[config.mk]
export PLATFORM = sky130hd
export DESIGN_NAME = sync_filter
export DESIGN_NICKNAME = d
export VERILOG_FILES = /design/src/rtl/sync_pkg.sv /design/src/rtl/sync_filter_ch.sv /design/src/rtl/sync_filter.sv
export SDC_FILE = /design/constraint.sdc
export NUM_CORES = 1
export LEC_CHECK = 0
export ABC_AREA = 1
export CAP_MARGIN = 5
export CORE_MARGIN = 8
export CORE_UTILIZATION = 25
export DETAILED_ROUTE_END_ITERATION = 7
export HOLD_SLACK_MARGIN = 0.02
export PLACE_DENSITY_LB_ADDON = 0.1
export SKIP_CTS_REPAIR_TIMING = 1
export SYNTH_ARGS = -nofsm -noshare
export SYNTH_HDL_FRONTEND = slang
export SYNTH_SLANG_ARGS = --single-unit
[constraint.sdc]
create_clock -name clk -period 3.3 [get_ports clk]
set_input_delay 0.66 -clock clk [delete_from_list [all_inputs] [get_ports clk]]
set_output_delay 0.66 -clock clk [all_outputs]
set_load 0.02 [all_outputs]
[src/rtl/sync_pkg.sv]
// Shared constants and helpers for the synchronizer/debounce filter.
package sync_pkg;
    localparam int DEF_WIDTH  = 8;
    localparam int DEF_STAGES = 2;
    localparam int DEF_FILTER = 4;

    // Bits needed to hold 0..v-1, never less than one.
    function automatic int clog2(input int v);
        int r;
        r = 0;
        while ((1 << r) < v) r++;
        return (r < 1) ? 1 : r;
    endfunction
endpackage

[src/rtl/sync_filter_ch.sv]
// One channel: CDC flop chain, persistence counter, debounced level and edge pulses.
module sync_filter_ch
    import sync_pkg::*;
#(
    parameter int   STAGES    = DEF_STAGES,
    parameter int   FILTER    = DEF_FILTER,
    parameter logic RESET_VAL = 1'b0
) (
    input  logic clk,
    input  logic rst_n,
    input  logic in,
    input  logic hold,
    output logic out,
    output logic rise,
    output logic fall,
    output logic accept
);
    localparam int            CW      = clog2(FILTER);
    localparam logic [CW-1:0] CNT_MAX = CW'(FILTER - 1);

    logic [STAGES-1:0] chain;
    logic [CW-1:0]     cnt;
    logic              s;

    assign s = chain[STAGES-1];
    // New level has persisted FILTER cycles; take it at this edge.
    assign accept = !hold && (s != out) && (cnt == CNT_MAX);

    always_ff @(posedge clk or negedge rst_n) begin
        if (!rst_n) chain <= {STAGES{RESET_VAL}};
        else        chain <= {chain[STAGES-2:0], in};
    end

    always_ff @(posedge clk or negedge rst_n) begin
        if (!rst_n) begin
            out  <= RESET_VAL;
            cnt  <= '0;
            rise <= 1'b0;
            fall <= 1'b0;
        end else begin
            rise <= accept & s;
            fall <= accept & ~s;
            if (!hold) begin
                if (s == out || accept) cnt <= '0;
                else                    cnt <= cnt + CW'(1);
                if (accept) out <= s;
            end
        end
    end
endmodule

[src/rtl/sync_filter.sv]
// Multi-channel synchronizer with per-channel persistence filter and edge reporting.
module sync_filter
    import sync_pkg::*;
#(
    parameter int               WIDTH     = DEF_WIDTH,
    parameter int               STAGES    = DEF_STAGES,
    parameter int               FILTER    = DEF_FILTER,
    parameter logic [WIDTH-1:0] RESET_VAL = '0
) (
    input  logic             clk,
    input  logic             rst_n,
    input  logic [WIDTH-1:0] in,
    input  logic             hold,
    output logic [WIDTH-1:0] out,
    output logic [WIDTH-1:0] rise,
    output logic [WIDTH-1:0] fall,
    output logic             changed
);
    logic [WIDTH-1:0] accept;

    for (genvar i = 0; i < WIDTH; i++) begin : g_ch
        sync_filter_ch #(
            .STAGES   (STAGES),
            .FILTER   (FILTER),
            .RESET_VAL(RESET_VAL[i])
        ) u_ch (
            .clk   (clk),
            .rst_n (rst_n),
            .in    (in[i]),
            .hold  (hold),
            .out   (out[i]),
            .rise  (rise[i]),
            .fall  (fall[i]),
            .accept(accept[i])
        );
    end

    // Registered alongside rise/fall so it lines up with them.
    always_ff @(posedge clk or negedge rst_n) begin
        if (!rst_n) changed <= 1'b0;
        else        changed <= |accept;
    end
endmodule

### After elaboration in Yosys (flattened, before gate mapping)

Index checks and enable logic that the tools add are counted.

* bitwise logic cells: 25
* add/subtract/negate cells: 8
* reduce and logical (&&, ||, !) cells: 34
* eq/ne operators: 24
* mux-type cells: 8

Operator list (number)
* adder 2 x 1 -> 2 bit, second input constant: 8
* bitwise AND 1 bit: 16
* == test 2 bit, second input constant: 8
* logical AND 1 bit: 16
* 2-to-1 mux 2 bit: 8
* AND reduction 2 bit: 8
* inverter 1 bit: 9
* == test 1 bit: 8
* logical OR 1 bit: 8
* != test 1 bit: 8
* OR reduction 8 bit: 1
* logical NOT 1 bit: 1

* register bits after elaboration: 57
* output and inout port bits: 25
* word-level logic and storage cells: 140
* input port bits: 11

### Longest topological paths before layout

* word-level depth: 5
* gate-level depth with buffers: 8
* mapped depth without buffers: 7

### Modules after synthesis

A second synthesis with hierarchy kept.

* cell total of the unflattened synthesis: 256
* area total of the unflattened synthesis: 2443.6 um^2

Modules (own cells, without submodules)
* sync_filter_ch: area each 295.3 um^2, sequential area each 175.2 um^2, cells each 30, instances 8
* sync_filter: area each 81.3 um^2, sequential area each 25.0 um^2, cells each 16, instances 1

### Least setup slack after synthesis

OpenSTA, ideal clock, no wires.

* path type: input to register
* start point: in hold
* end point: reg g_ch[1].u_ch.out
* arrival: 1.125 ns
* path buffers: 1
* setup slack: 2.053 ns
* library setup time: 0.121 ns
* cell stages on the path: 5
* data required time: 3.179 ns
* path through: buf_4 -> nor2_1 -> inv_1 -> nor2_1 -> a21oi_1

* cells in the longest elaborated chain, start to end: 4
* elaborated cells between the ends (all ways): 5
* those cells by class: bitwise (1); reduce/logical (4)

RTL lines
* start, declared: RTL line sync_filter.sv:13 `input logic hold,`
* logical NOT 1 bit
* logical AND 1 bit (2 in series): RTL line sync_filter_ch.sv:27 `assign accept = !hold && (s != out) && (cnt == CNT_MAX);`
* AND reduction 2 bit (no line) (*)
* end signal, assigned: RTL line sync_filter_ch.sv:46 `if (accept) out <= s;`
* end, declared: RTL line sync_filter_ch.sv:13 `output logic out,`

Every way passes the cells marked *; elsewhere a longest branch is shown, timed or not.
A chain may end at the register's enable or synchronous reset.

### Worst setup path in the final report

* start point: reg g_ch[5].u_ch.out
* end point: out out[5]

RTL lines
* start, declared: RTL line sync_filter_ch.sv:13
* start signal, assigned: RTL line sync_filter_ch.sv:46
* end, declared: RTL line sync_filter.sv:14 `output logic [WIDTH-1:0] out,`

No word-level cell between the ends.

==> results by group <==
Status
  • Outcome: finished, final reports clean

Route
  • DR vias: 1490
  • Per-cell via count in the routed design: 3.921
  • Post-Route WL: 4232 µm
  • 1st-pass router iterations: 4
  • WL/cell: 11.14 µm
  • Number of nets with antenna violations after detailed routing: 0
  • Count of routing violations after the opening detailed-route iteration: 91
  • DRC errors left: 0

Final layout
  • Net count reported at finish: 284
  • Area growth syn-to-layout: 20.73%
  • Ant diodes: 0
  • Ratio of cells with drive above 1 in the final layout: 7.807%
  • Fillcell total: 963

Setup path
  • Category of the worst setup path launch point: register
  • Critical path buffers and inverters: 1
  • Critical path endpoint category: primary output
  • Slack of the worst reg-to-reg path: 2.04 ns
  • Reg-to-Reg Start: g_ch[2].u_ch.cnt[0]
  • Maximum single-stage delay on the critical path: 0.62 ns
  • Crit path cell chain: clkdlybuf4s50_1
  • Critical R2R Capture: changed
  • CP max-delay cell: clkdlybuf4s50_1
  • Critical Path Fanout Max: 3
  • R2R depth: 7
  • Cell type group with the largest total delay on the critical path: buffers and inverters
  • Required time worst endpoint: 2.64 ns
  • Crit Path Class: register to primary output
  • Worst Path Arrival: 1.33 ns

Global routing
  • Via count of the first global-routing pass: 1547
  • Antenna violations before repair: 0
  • Fraction of met3 tracks used by global routing: 4.473%
  • Met2 usage in global routing: 11.27%
  • GR Overflow Total: 0
  • Global-route wire length before repair: 7376 µm
  • Met1 global-route usage: 8.471%
  • Gr usage total: 7.484%
  • Busiest grt layer: met2
  • Largest net degree at the start of global routing: 39

CTS
  • CTS H-tree lvls: 3
  • TritonCTS clock tree: done
  • Clock tree root driver cell: clkbuf_8
  • Clock network latency to the later pin of the worst-skew pair: 0.33 ns
  • Clock buffer count from CTS: 9
  • Clock transition at path regs: 0.07 ns
  • Sink count of the clock tree: 57
  • Buffers from clock root to sink, at most: 2

Timing
  • Setup slack of the critical path after layout: 1.311 ns
  • Final count of hold timing violations: 0
  • Achievable frequency: 0.5027 GHz
  • Final Max Slew Viols: 0
  • Setup repair after global routing missed its margin: false
  • Worst Skew: 0.005369 ns
  • Final Cycle Share: 60.28%
  • Sum Neg Setup Slack: 0 ns
  • Actual transition at the worst max-transition pin: 0.4853 ns
  • Slew headroom: 67.65%
  • Count of final setup violators: 0
  • Shortest period the worst path allows: 1.989 ns

Yosys
  • Portion of synthesized cell area occupied by the leading cell type: 60.61%
  • Number of register bits inferred by synthesis: 57
  • Sequential fraction of the synthesis area: 60.61%
  • Synthesized Nets: 263
  • Library cell with the highest instance count after synthesis: nand2_1
  • Yosys cell types: 14
  • Count of warnings emitted by yosys: 0
  • Post-synthesis async set-or-reset flop share: 100.0%
  • Number of enable-type register cells in the synthesized netlist: 0
  • Top cells by count, synth: nand2_1 (59), dfrtp_1 (57), inv_1 (34)
  • Post-Syn Area per Cell: 9.646 µm²
  • Top cells by area in the synthesized netlist: dfrtp_1 (61%), nand2_1 (9.4%), buf_4 (8.3%)
  • Largest area contributor in the netlist: dfrtp_1
  • Cell count after synthesis: 244
  • Ys flop type: dfrtp_1
  • Combined area of all synthesized cells: 2354 µm²

Floorplanning
  • Chip width: 113.0 µm
  • Area of the core: 9196 µm²
  • Number of standard-cell rows in the floorplan: 35
  • Area of the die: 12770 µm²
  • Die Span Y: 113.0 µm
  • I/O Pins: 36
  • Initial core utilization: 25.59%

Pwr
  • Reported leakage power: 1.429 nW
  • Peak supply drop: 0.0004035 V
  • Power density over cell area: 764.7 nW/µm²

Hold path
  • Worst Hold Class: primary input to asynchronous set/reset pin

Placed design
  • Dpl ws: 1.091 ns
  • Half-perimeter wire length of the detailed placement result: 2911 µm
  • Routability congestion estimate: 0.6776
  • Number of buffers inserted by port buffering: 35

Run
  • Maximum capacitance violations: 0
[layout by cell type, fill, tap and decap left out, drive strengths merged]
cell type,count
nand2,60
dfrtp,57
inv,36
clkdlybuf4s50,34
nor2,26
o21ai,13
clkbuf,12
a21oi,9
ha,8
nand3,7
buf,3
clkinv,2
nand4,1
bufinv,1
[power by group]
group	total, mW	switching, mW	internal [mW]
clock	0.653	0.270	0.384
combinational	0.556	0.316	0.240
sequential	0.964	0.105	0.859
total	2.17	0.690	1.48
[per-layer routing]
| layer | up-vias | part of all wire [%] |
|---|---|---|
| met5 | - | 0 |
| met4 | 0 | 1.7 |
| met3 | 6 | 7.2 |
| met2 | 29 | 44 |
| met1 | 694 | 47 |
| li1 | 761 | - |
[flip-flops by register name (all words and copies together), names as in the netlist]
| signal | count |
|---|---|
| g_ch.u_ch.cnt | 16 |
| g_ch.u_ch.chain | 16 |
| g_ch.u_ch.out | 8 |
| changed | 1 |
| g_ch.u_ch.rise | 8 |
| g_ch.u_ch.fall | 8 |
[worst max path at each step]
| stage | from | endpoint | cells past startpoint |
|---|---|---|---|
| detailed placement | hold | changed | 9 |
| floorplan | hold | g_ch[1].u_ch.out | 5 |
| global placement | hold | changed | 9 |
| finish | g_ch[5].u_ch.out | out[5] | 1 |
| global route | g_ch[7].u_ch.out | out[7] | 1 |
| CTS | g_ch[5].u_ch.out | out[5] | 1 |
[final cells by class]
type,instances,area [µm²],share of cell area [%]
Clock inverter,3,40.04,1.409
Inverter,36,135.1,4.756
Timing Repair Buffer,37,360.3,12.68
Sequential cell,57,1426,50.20
Multi-Input combinational cell,124,585.6,20.61
Clock buffer,12,155.1,5.460
Tap cell,111,138.9,4.888
[stage by stage]
stage          total power [mW]  hold WS, ns  instances  utilization [%]  area, µm²
4_1_cts                   2.225       0.2773        380            30.90       2841
2_1_floorplan             1.390       0.3312        244                -       2354
5_1_grt                   2.346       0.2856        380            30.90       2841
3_3_place_gp              1.541       0.3322        365            28.78       2646
3_5_place_dp              1.546       0.3347        365            28.78       2646
6_report                  2.173       0.2711        380            30.90       2841
[kinds of logic (layout without fill, tap and decap cells)]
logic type | after synthesis | in the layout | synth area share [%]
buffers and inverters | 63 | 88 | 14.51
adders and majority gates | 8 | 8 | 4.253
and+or+nand+nor | 94 | 94 | 15.79
AOI/OAI and AO/OA | 22 | 22 | 4.838
DFF | 57 | 57 | 60.61
(Power assumes the default switching activity.)
